$ cat config.mk
export PLATFORM = sky130hd
export DESIGN_NAME = alu_pipe_param
export DESIGN_NICKNAME = d
export VERILOG_FILES = /design/src/rtl/alu_pkg.sv /design/src/rtl/alu_mul_pipe.sv /design/src/rtl/alu_pipe_param.sv
export SDC_FILE = /design/constraint.sdc
export NUM_CORES = 1
export LEC_CHECK = 0
export CAP_MARGIN = 0
export CORE_MARGIN = 2
export CORE_UTILIZATION = 40
export CTS_BUF_LIST = sky130_fd_sc_hd__clkbuf_4 sky130_fd_sc_hd__clkbuf_8
export DETAILED_ROUTE_END_ITERATION = 12
export SLEW_MARGIN = 20
export SYNTH_ARGS = -nofsm -noshare
export SYNTH_HDL_FRONTEND = slang
export SYNTH_HIERARCHICAL = 1
export SYNTH_SLANG_ARGS = --single-unit
$ cat constraint.sdc
create_clock -name clk_i -period 8.8 [get_ports clk_i]
set_input_delay 1.32 -clock clk_i [delete_from_list [all_inputs] [get_ports clk_i]]
set_output_delay 1.32 -clock clk_i [all_outputs]
set_load 0.05 [all_outputs]
$ cat src/rtl/alu_pkg.sv
// Shared opcode, state and operand-mask definitions for the pipelined ALU and its reference model.
package alu_pkg;

   localparam int CMD_W = 4;

   typedef enum logic [CMD_W-1:0] {
      A_ADD = 4'd0, A_SUB = 4'd1, A_ADD_CIN = 4'd2, A_SUB_CIN = 4'd3,
      A_INC_A = 4'd4, A_DEC_A = 4'd5, A_INC_B = 4'd6, A_DEC_B = 4'd7,
      A_CMP = 4'd8, A_MUL_INC = 4'd9, A_MUL_SHL = 4'd10, A_SADD = 4'd11, A_SSUB = 4'd12
   } arith_cmd_e;

   typedef enum logic [CMD_W-1:0] {
      L_AND = 4'd0, L_NAND = 4'd1, L_OR = 4'd2, L_NOR = 4'd3, L_XOR = 4'd4, L_XNOR = 4'd5,
      L_NOT_A = 4'd6, L_NOT_B = 4'd7, L_SHR1_A = 4'd8, L_SHL1_A = 4'd9,
      L_SHR1_B = 4'd10, L_SHL1_B = 4'd11, L_ROL_A_B = 4'd12, L_ROR_A_B = 4'd13
   } logic_cmd_e;

   typedef enum logic [1:0] {S_IDLE, S_WAIT_OP, S_MUL, S_DONE} state_e;

   typedef enum logic [1:0] {IV_NONE = 2'b00, IV_A = 2'b01, IV_B = 2'b10, IV_AB = 2'b11} inp_valid_e;

   // Illegal opcodes need nothing, so any non-empty INP_VALID captures them and flags ERR.
   function automatic logic [1:0] needs_operands(input logic mode, input logic [CMD_W-1:0] cmd);
      logic [1:0] need;
      need = IV_AB;
      if (mode) begin
         case (cmd)
            A_INC_A, A_DEC_A:     need = IV_A;
            A_INC_B, A_DEC_B:     need = IV_B;
            4'd13, 4'd14, 4'd15:  need = IV_NONE;
            default:              need = IV_AB;
         endcase
      end else begin
         case (cmd)
            L_NOT_A, L_SHR1_A, L_SHL1_A: need = IV_A;
            L_NOT_B, L_SHR1_B, L_SHL1_B: need = IV_B;
            4'd14, 4'd15:                need = IV_NONE;
            default:                     need = IV_AB;
         endcase
      end
      return need;
   endfunction

   function automatic logic is_mul(input logic mode, input logic [CMD_W-1:0] cmd);
      return mode && (cmd == A_MUL_INC || cmd == A_MUL_SHL);
   endfunction

endpackage

$ cat src/rtl/alu_mul_pipe.sv
// Multiplier with MUL_LAT-1 register stages; the caller's output register supplies the last stage.
// Stages advance only while ce_i is high.
module alu_mul_pipe #(
   parameter int WIDTH   = 8,
   parameter int MUL_LAT = 3
) (
   input  logic               clk_i,
   input  logic               rst_ni,
   input  logic               ce_i,
   input  logic               vld_i,
   input  logic [WIDTH:0]     a_i,
   input  logic [WIDTH:0]     b_i,
   output logic               vld_o,
   output logic [2*WIDTH-1:0] prod_o
);

   logic [2*WIDTH-1:0] prod_c;
   assign prod_c = {{(WIDTH-1){1'b0}}, a_i} * {{(WIDTH-1){1'b0}}, b_i};

   if (MUL_LAT == 1) begin : g_comb
      assign vld_o  = vld_i;
      assign prod_o = prod_c;
   end else begin : g_pipe
      logic [2*WIDTH-1:0] prod_q [MUL_LAT-1];
      logic [MUL_LAT-2:0] vld_q;

      always_ff @(posedge clk_i or negedge rst_ni) begin
         if (!rst_ni) begin
            vld_q <= '0;
            for (int i = 0; i < MUL_LAT-1; i++) prod_q[i] <= '0;
         end else if (ce_i) begin
            vld_q[0]  <= vld_i;
            prod_q[0] <= prod_c;
            for (int i = 1; i < MUL_LAT-1; i++) begin
               vld_q[i]  <= vld_q[i-1];
               prod_q[i] <= prod_q[i-1];
            end
         end
      end

      assign vld_o  = vld_q[MUL_LAT-2];
      assign prod_o = prod_q[MUL_LAT-2];
   end

endmodule

$ cat src/rtl/alu_pipe_param.sv
// Parametrised registered ALU: split-arrival operand collection with timeout, pipelined multiply,
// one-cycle OUT_VALID pulse; BUSY high while waiting for an operand or multiplying.
module alu_pipe_param import alu_pkg::*; #(
   parameter int WIDTH   = 8,
   parameter int MUL_LAT = 3,
   parameter int TIMEOUT = 16
) (
   input  logic               clk_i,
   input  logic               rst_ni,
   input  logic               ce_i,
   input  logic               mode_i,
   input  logic [CMD_W-1:0]   cmd_i,
   input  logic [1:0]         inp_valid_i,
   input  logic               cin_i,
   input  logic [WIDTH-1:0]   opa_i,
   input  logic [WIDTH-1:0]   opb_i,
   output logic [2*WIDTH-1:0] res_o,
   output logic               cout_o,
   output logic               oflow_o,
   output logic               g_o,
   output logic               e_o,
   output logic               l_o,
   output logic               err_o,
   output logic               out_valid_o,
   output logic               busy_o
);

   localparam int SH_W  = $clog2(WIDTH);
   localparam int CNT_W = $clog2(TIMEOUT+1);
   localparam logic [WIDTH:0] ONE_X = {{WIDTH{1'b0}}, 1'b1};

   state_e             state_q, state_d, go_state;
   logic [CMD_W-1:0]   cmd_q, cmd_x;
   logic               mode_q, mode_x, cin_q, cin_x;
   logic [WIDTH-1:0]   a_q, b_q, a_x, b_x;
   logic [1:0]         got_q, got_d, in_x, need;
   logic [CNT_W-1:0]   cnt_q, cnt_d;
   logic               cap, mul_start, tmo, mul_x, mul_vld;
   logic [WIDTH:0]     ma, mb, sum;
   logic [WIDTH-1:0]   lg;
   logic [SH_W-1:0]    amt;
   logic [2*WIDTH-1:0] alu_res, prod, res_q;
   logic               alu_cout, alu_of, alu_g, alu_e, alu_l, alu_err;
   logic               cout_q, oflow_q, g_q, e_q, l_q, err_q;

   // In WAIT_OP only the still-missing operand may be taken from the inputs.
   always_comb begin
      cmd_x  = cmd_q;
      mode_x = mode_q;
      cin_x  = cin_q;
      in_x   = IV_NONE;
      if (state_q == S_IDLE || state_q == S_DONE) begin
         cmd_x  = cmd_i;
         mode_x = mode_i;
         cin_x  = cin_i;
         in_x   = inp_valid_i;
      end else if (state_q == S_WAIT_OP) begin
         in_x = inp_valid_i & ~got_q;
      end
      a_x      = in_x[0] ? opa_i : a_q;
      b_x      = in_x[1] ? opb_i : b_q;
      need     = needs_operands(mode_x, cmd_x);
      mul_x    = is_mul(mode_x, cmd_x);
      go_state = mul_x ? ((MUL_LAT == 1) ? S_DONE : S_MUL) : S_DONE;
   end

   always_comb begin
      state_d   = state_q;
      got_d     = got_q;
      cnt_d     = cnt_q;
      cap       = 1'b0;
      mul_start = 1'b0;
      tmo       = 1'b0;
      case (state_q)
         S_IDLE, S_DONE: begin
            if (state_q == S_DONE) state_d = S_IDLE;
            if (in_x != IV_NONE) begin
               if ((in_x & need) == need) begin
                  cap       = 1'b1;
                  got_d     = IV_AB;
                  mul_start = mul_x;
                  state_d   = go_state;
               end else if (need == IV_AB) begin
                  cap     = 1'b1;
                  got_d   = in_x;
                  cnt_d   = '0;
                  state_d = S_WAIT_OP;
               end
            end
         end
         S_WAIT_OP: begin
            if (in_x != IV_NONE) begin
               cap       = 1'b1;
               got_d     = IV_AB;
               mul_start = mul_x;
               state_d   = go_state;
            end else if (cnt_q == CNT_W'(TIMEOUT-1)) begin
               tmo     = 1'b1;
               state_d = S_DONE;
            end else begin
               cnt_d = cnt_q + 1'b1;
            end
         end
         S_MUL:   if (mul_vld) state_d = S_DONE;
         default: state_d = S_IDLE;
      endcase
   end

   always_comb begin
      sum      = '0;
      lg       = '0;
      alu_cout = 1'b0;
      alu_of   = 1'b0;
      alu_g    = 1'b0;
      alu_e    = 1'b0;
      alu_l    = 1'b0;
      alu_err  = 1'b0;
      amt      = b_x[SH_W-1:0];
      if (mode_x) begin
         case (cmd_x)
            A_ADD:     sum = {1'b0, a_x} + {1'b0, b_x};
            A_SUB:     sum = {1'b0, a_x} - {1'b0, b_x};
            A_ADD_CIN: sum = {1'b0, a_x} + {1'b0, b_x} + (WIDTH+1)'(cin_x);
            A_SUB_CIN: sum = {1'b0, a_x} - {1'b0, b_x} - (WIDTH+1)'(cin_x);
            A_INC_A:   sum = {1'b0, a_x} + ONE_X;
            A_DEC_A:   sum = {1'b0, a_x} - ONE_X;
            A_INC_B:   sum = {1'b0, b_x} + ONE_X;
            A_DEC_B:   sum = {1'b0, b_x} - ONE_X;
            A_CMP: begin
               alu_g = a_x > b_x;
               alu_e = a_x == b_x;
               alu_l = a_x < b_x;
            end
            A_SADD: begin
               sum    = {a_x[WIDTH-1], a_x} + {b_x[WIDTH-1], b_x};
               alu_of = sum[WIDTH] ^ sum[WIDTH-1];
            end
            A_SSUB: begin
               sum    = {a_x[WIDTH-1], a_x} - {b_x[WIDTH-1], b_x};
               alu_of = sum[WIDTH] ^ sum[WIDTH-1];
            end
            A_MUL_INC, A_MUL_SHL: ;
            default:   alu_err = 1'b1;
         endcase
         if (cmd_x < A_CMP) alu_cout = sum[WIDTH];
      end else begin
         case (cmd_x)
            L_AND:    lg = a_x & b_x;
            L_NAND:   lg = ~(a_x & b_x);
            L_OR:     lg = a_x | b_x;
            L_NOR:    lg = ~(a_x | b_x);
            L_XOR:    lg = a_x ^ b_x;
            L_XNOR:   lg = ~(a_x ^ b_x);
            L_NOT_A:  lg = ~a_x;
            L_NOT_B:  lg = ~b_x;
            L_SHR1_A: lg = a_x >> 1;
            L_SHL1_A: lg = a_x << 1;
            L_SHR1_B: lg = b_x >> 1;
            L_SHL1_B: lg = b_x << 1;
            L_ROL_A_B, L_ROR_A_B: begin
               if (|b_x[WIDTH-1:SH_W]) alu_err = 1'b1;
               else if (cmd_x == L_ROL_A_B)
                  for (int i = 0; i < WIDTH; i++) lg[i] = a_x[SH_W'(i) - amt];
               else
                  for (int i = 0; i < WIDTH; i++) lg[i] = a_x[SH_W'(i) + amt];
            end
            default:  alu_err = 1'b1;
         endcase
      end
      alu_res = mode_x ? {{(WIDTH-1){1'b0}}, sum} : {{WIDTH{1'b0}}, lg};
   end

   assign ma = (cmd_x == A_MUL_INC) ? ({1'b0, a_x} + ONE_X) : {1'b0, a_x << 1};
   assign mb = (cmd_x == A_MUL_INC) ? ({1'b0, b_x} + ONE_X) : {1'b0, b_x};

   alu_mul_pipe #(.WIDTH(WIDTH), .MUL_LAT(MUL_LAT)) u_mul (
      .clk_i  (clk_i),
      .rst_ni (rst_ni),
      .ce_i   (ce_i),
      .vld_i  (mul_start),
      .a_i    (ma),
      .b_i    (mb),
      .vld_o  (mul_vld),
      .prod_o (prod)
   );

   always_ff @(posedge clk_i or negedge rst_ni) begin
      if (!rst_ni) begin
         state_q <= S_IDLE;
         got_q   <= IV_NONE;
         cnt_q   <= '0;
         cmd_q   <= '0;
         mode_q  <= 1'b0;
         cin_q   <= 1'b0;
         a_q     <= '0;
         b_q     <= '0;
      end else if (ce_i) begin
         state_q <= state_d;
         got_q   <= got_d;
         cnt_q   <= cnt_d;
         if (cap) begin
            cmd_q  <= cmd_x;
            mode_q <= mode_x;
            cin_q  <= cin_x;
            a_q    <= a_x;
            b_q    <= b_x;
         end
      end
   end

   // Result registers load only on entry to DONE, so they hold between pulses.
   always_ff @(posedge clk_i or negedge rst_ni) begin
      if (!rst_ni) begin
         {res_q, cout_q, oflow_q, g_q, e_q, l_q, err_q} <= '0;
      end else if (ce_i && state_d == S_DONE) begin
         if (tmo)
            {res_q, cout_q, oflow_q, g_q, e_q, l_q, err_q} <= {{(2*WIDTH+5){1'b0}}, 1'b1};
         else if (mul_vld)
            {res_q, cout_q, oflow_q, g_q, e_q, l_q, err_q} <= {prod, 6'b0};
         else if (alu_err)
            {res_q, cout_q, oflow_q, g_q, e_q, l_q, err_q} <= {{(2*WIDTH+5){1'b0}}, 1'b1};
         else
            {res_q, cout_q, oflow_q, g_q, e_q, l_q, err_q} <=
               {alu_res, alu_cout, alu_of, alu_g, alu_e, alu_l, 1'b0};
      end
   end

   assign res_o       = res_q;
   assign cout_o      = cout_q;
   assign oflow_o     = oflow_q;
   assign g_o         = g_q;
   assign e_o         = e_q;
   assign l_o         = l_q;
   assign err_o       = err_q;
   assign out_valid_o = ce_i && (state_q == S_DONE);
   assign busy_o      = (state_q == S_WAIT_OP) || (state_q == S_MUL);

endmodule

# == Word level (Yosys, flattened, before mapping) ==
# Memories as Yosys holds them, arrays and structs flattened.
# Index checks and enable logic that the tools add are counted.
# classes
n_addsub,26
multipliers,1
order_cmp,19
eq_ne,30
n_mux,115
bitwise,13
n_reduce_logical,21
# op_table
operator,n
8-bit case mux with 13 select lines,1
9-bit case mux with 10 select lines,1
3-bit by 4-bit < comparator with 1-bit output (second input constant),16
1-bit two-way mux,59
1-bit binary-select mux with 3-bit select,16
8-bit NOT,5
9-bit two-way mux,4
4-bit equality test (second input constant),8
16-bit two-way mux,2
8-bit two-way mux,4
2-bit two-way mux,14
5-bit two-way mux,5
8-bit by 1-bit adder with 9-bit output (second input constant),2
8-bit by 8-bit adder with 9-bit output,2
8-bit by 1-bit subtractor with 9-bit output (second input constant),2
8-bit by 8-bit subtractor with 9-bit output,2
4-bit by 3-bit equality test with 1-bit output (second input constant),4
9-bit by 9-bit multiplier with 16-bit output,1
13-bit OR reduction,1
3-bit adder (first input constant),4
2-bit inequality test (second input constant),6
2-bit case mux with 3 select lines,2
12-bit OR reduction,1
3-bit subtractor (first input constant),4
39 further kinds,59
# word_totals
register_bits,87
romBits,32
inputBits,27
output_inout_bits,24
elab_cells,244
n_memories,1
# memory_table
name,depth,width,read_ports,rd_ports_with_merged_regs,write_ports,line_no,source
(name not given),16,2,1,0,0,alu_pkg.sv:34,case (cmd)

# == Longest topological paths before layout ==
# depth
ltp_word,15
ltp_mapped,29

# == Hierarchy ==
# The synthesis kept the hierarchy.
# modules_own_cells
module,instances,cells_each,area_per_inst_um2
alu_pipe_param,1,871,6610.1
alu_mul_pipe,1,394,3857.4

# == Worst setup path after synthesis ==
# Ideal clock, no wire load.
# synth_path
path_kind,input to register
from,in inp_valid_i[1]
to,reg u_mul/g_pipe.prod_q[31] (netlist name)
setup_ns,0.120
arrival_ns,7.362
required_ns,8.680
slack_ns,1.318
stages,20
n_path_buf,2
path_cell_list,buf_2 > a21boi_1 > mux2_2 > clkbuf_1 > ha_1 > o21ai_0 > or3_1 > nor4_1 > nand2_1 > fa_1 > fa_1 > fa_1 > fa_1 > inv_1 > ha_1 > nand3_1 > o221ai_1 > a211oi_1 > or3_1 > a31o_1
# synth_between
elab_chain_len,7
# synth_lines
item,line_no,source
"start, declared",alu_pipe_param.sv:13,"input logic [1:0] inp_valid_i,"
2-bit bitwise AND,alu_pipe_param.sv:58,in_x = inp_valid_i & ~got_q;
2-bit two-way mux,alu_pipe_param.sv:57,end else if (state_q == S_WAIT_OP) begin
2-bit two-way mux *,alu_pipe_param.sv:52,if (state_q == S_IDLE || state_q == S_DONE) begin
8-bit two-way mux *,alu_pipe_param.sv:61,b_x = in_x[1] ? opb_i : b_q;
via b_x[0],alu_pipe_param.sv:35,"logic [WIDTH-1:0] a_q, b_q, a_x, b_x;"
8-bit by 1-bit adder with 9-bit output *,alu_pipe_param.sv:174,"assign mb = (cmd_x == A_MUL_INC) ? ({1'b0, b_x} + ONE_X) : {1'b0, b_x};"
9-bit two-way mux *,alu_pipe_param.sv:174,
via mb[8],alu_pipe_param.sv:39,"logic [WIDTH:0] ma, mb, sum;"
9-bit by 9-bit multiplier with 16-bit output *,alu_mul_pipe.sv:18,"assign prod_c = {{(WIDTH-1){1'b0}}, a_i} * {{(WIDTH-1){1'b0}}, b_i};"
"end signal, assigned by index",alu_mul_pipe.sv:36,prod_q[i] <= prod_q[i-1];
"end, declared",alu_mul_pipe.sv:24,logic [2*WIDTH-1:0] prod_q [MUL_LAT-1];
# The timed path passes the listed nets; every way through them passes the cells marked *.
# A chain may end at the register's enable or synchronous reset.

# == Worst setup path after layout ==
# layout_path
from,in inp_valid_i[1]
to,reg u_mul/g_pipe.prod_q[29] (netlist name)
# layout_between
elab_chain_len,7
# layout_lines
item,line_no
2-bit bitwise AND,alu_pipe_param.sv:58
2-bit two-way mux,alu_pipe_param.sv:57
2-bit two-way mux *,alu_pipe_param.sv:52
8-bit two-way mux *,alu_pipe_param.sv:61
8-bit by 1-bit adder with 9-bit output,alu_pipe_param.sv:174
9-bit two-way mux *,alu_pipe_param.sv:174
via mb[6],alu_pipe_param.sv:39
9-bit by 9-bit multiplier with 16-bit output *,alu_mul_pipe.sv:18
# Marks and branches as above.

==> impl_metrics.tcl <==
set metrics [dict create \
    endpoint_kind "flop" \
    path_max_fanout 15 \
    yosysWarnings 6 \
    place.gp.congestion 0.998 \
    synth_nets 1405 \
    drc 0 \
    grt_overflow 0 \
    grt_pass1_wl_um 58600 \
    grt_max_degree 61 \
    hold_ws_ns 0.479 \
    crit_type "in2reg" \
    tns_ns 0 \
    via_per_inst 6.03 \
    wl_per_cell_um 22.7 \
    ys_seq_elements 87 \
    num_rows 59 \
    tritoncts "done" \
    floorplan.initialDensity_pct 40.4 \
    routed_wl_um 37000 \
    final_util_pct 44.5 \
    worst_pin_slew_ns 1.05 \
    final_nets 1433 \
    status "finished clean" \
    vias 9848 \
    cp-start-kind "primary input" \
    hold_class "reg2reg" \
    track_usage_pct 27.2 \
    clkSlewWorstSetupHoldPaths_ns 0.12 \
    slew_headroom_pct 29.6 \
    clk_path_buf_depth 2 \
    cap_viol_max_count 0 \
    worstPathArrival_ns 8.07 \
    setup_viol 0 \
    yosys.area_share.simple_pct 18.1 \
    finalCriticalPeriod_ns 7.79 \
    htreeDepth 3 \
    synth_top_family_by_area "compound AO/OA/AOI/OAI gates" \
    rsz0062_at_grt "false" \
    hold_violations 0 \
    die_y_um 166 \
    coreArea_um2 25900 \
    muxShareOfSynthArea_pct 9.24 \
    drv_slew 0 \
    grt_pass1_vias 9509 \
    dieWidth_um 166 \
    n_antenna_cell 0 \
    cts_sinks 87 \
    post_cts_buffers 0 \
    syn2layout_area_growth_pct 10.3 \
    synthXorXnorAreaFrac_pct 5.27 \
    hold_depth 1 \
    cts_resized 0 \
    design.die.area_um2 27500 \
    synth.distinct_cells 85 \
    syn_area_um2 10500 \
    firstDrtPassIters 5 \
    r2r_cells 23 \
    fmax_mhz 128 \
    hold_buffers 0 \
    synth_edf_count 0 \
    fin_worst_skew_ns 0.0277 \
    clk_latency_ns 0.40 \
    fin_crit_sh_pct 88.6 \
    io_buffer_count 50 \
    cts_buffers 9 \
    dp_hpwl_um 28300 \
    dpl.cell_count 1617 \
    rrSetupSlack_ns 1.39 \
    required_ns 9.08 \
    pin_count 51 \
    fillers 2572 \
    layout-drive-gt1-share_pct 10.7 \
    synth.yosys.seq_area_share_pct 20.8 \
    synth-compound-area-share_pct 21.5 \
    ys_async_sr_fraction_pct 100 \
    final_cells 1633 \
    cts_root_buf "clkbuf_8" \
    antenna_left 0 \
    synth.avg_cell_area_um2 8.27 \
    initialDrtViolationCount 985 \
    antenna_found_initial 0 \
    synthCells 1265 \
    synthFlopType "dfrtp_1" \
    synth_fa_ha_area_share_pct 17.1 \
]
-- registers in the layout, summed over array words and instances (netlist names), 2 cells and up --
name	count
a_q	8
b_q	8
cmd_q	4
cnt_q	5
got_q	2
res_o	16
state_q	2
u_mul/g_pipe.prod_q	16
u_mul/g_pipe.vld_q	2
u_mul/prod_o	16
-- critical path, stage by stage --
cell and delay (ns):
clkdlybuf4s50_1 0.74, a21boi_1 0.22, buf_4 0.17, mux2_2 0.49, ha_1 0.28, o21ai_0 0.20
or3_1 0.26, nor2_1 0.07, xnor2_1 0.63, and2_1 0.25, fa_1 0.45, fa_1 0.53
fa_1 0.55, inv_1 0.05, fa_1 0.53, inv_1 0.04, ha_1 0.37, nand3_1 0.13
nand2_1 0.10, a41oi_2 0.05, o2111a_1 0.27, or3_1 0.37
-- layout by cell type, fill, tap and decap left out, types with 10 or more instances in the layout --
master,instances
nand3_1,25
mux2_2,39
mux4_2,10
nor2_1,111
a21oi_1,85
o21ai_0,55
fa_1,50
a31oi_1,13
xor2_1,11
dfrtp_1,87
inv_1,104
xnor2_1,52
a211oi_1,17
o221ai_1,13
o22ai_1,23
o211ai_1,12
mux2i_1,28
a22o_1,10
nand2_1,123
nor3_1,15
a221oi_1,14
ha_1,63
o31ai_1,11
buf_4,47
clkdlybuf4s50_1,48
and2_1,45
-- per-layer routing --
metal	GRT usage, %	vias to the layer above	wire, um
li1	-	4541	-
met1	39.8	4764	16400
met2	41.0	453	16100
met3	3.38	90	3020
met4	10.2	0	1480
met5	0	-	0
-- metrics by stage --
stage          instance area, um^2  worst slack (ns)
2_1_floorplan                10500              1.32
3_3_place_gp                 11300             0.837
3_5_place_dp                 11300             0.645
4_1_cts                      11500              1.05
5_1_grt                      11500             0.643
6_report                     11500              1.01
-- worst paths after layout --
kind,end,startpoint
min in group asynchronous,cmd_q[0],rst_ni
worst max register to register,u_mul/g_pipe.prod_q[31],state_q[0]
worst min-delay path,res_o[11],u_mul/prod_o[11]
worst max-delay path,u_mul/g_pipe.prod_q[29],inp_valid_i[1]
max in group asynchronous,u_mul/prod_o[6],rst_ni
worst min register to register,res_o[11],u_mul/prod_o[11]
-- cell type report --
cell class,count,area [um^2],area share [%]
clock buffer,9,124,1.07
clock inverter,7,80.1,0.694
inverter,116,435,3.77
multi-input combinational,983,7470,64.7
sequential,87,2180,18.9
tap,335,419,3.63
timing repair buffer,96,838,7.26
-- logic make-up (layout without fill, tap and decap cells) --
logic type,count (synthesis),count (layout)
and+or+nand+nor,397,397
AOI/OAI and AO/OA,332,332
buffers and inverters,195,228
adders and majority gates,113,113
DFF,87,87
muxes,78,78
xor gates and xnor gates,63,63
-- synth_stat cells, drive strengths merged (9+ instances only) --
library cell | number | area (um^2)
ha | 63 | 788
xnor2 | 52 | 455
fa | 50 | 1000
mux2i | 29 | 303
inv | 113 | 424
a221oi | 14 | 123
buf | 30 | 205
xor2 | 11 | 96.3
o31ai | 11 | 82.6
nand2 | 123 | 462
nor4 | 9 | 56.3
nor2 | 111 | 417
a22o | 10 | 87.6
a21oi | 85 | 425
nand2b | 9 | 56.3
and2 | 46 | 288
nand3 | 25 | 125
a211oi | 19 | 148
o221ai | 13 | 114
mux2 | 39 | 439
a31oi | 13 | 81.3
nor2b | 9 | 56.3
o211ai | 12 | 90.1
dfrtp | 87 | 2180
mux4 | 10 | 225
o22ai | 23 | 144
o21ai | 61 | 320
clkbuf | 49 | 195
nor3 | 15 | 75.1
Power is not shown: default switching activity piles up to over one toggle a cycle in this logic, so the estimate is an artifact.
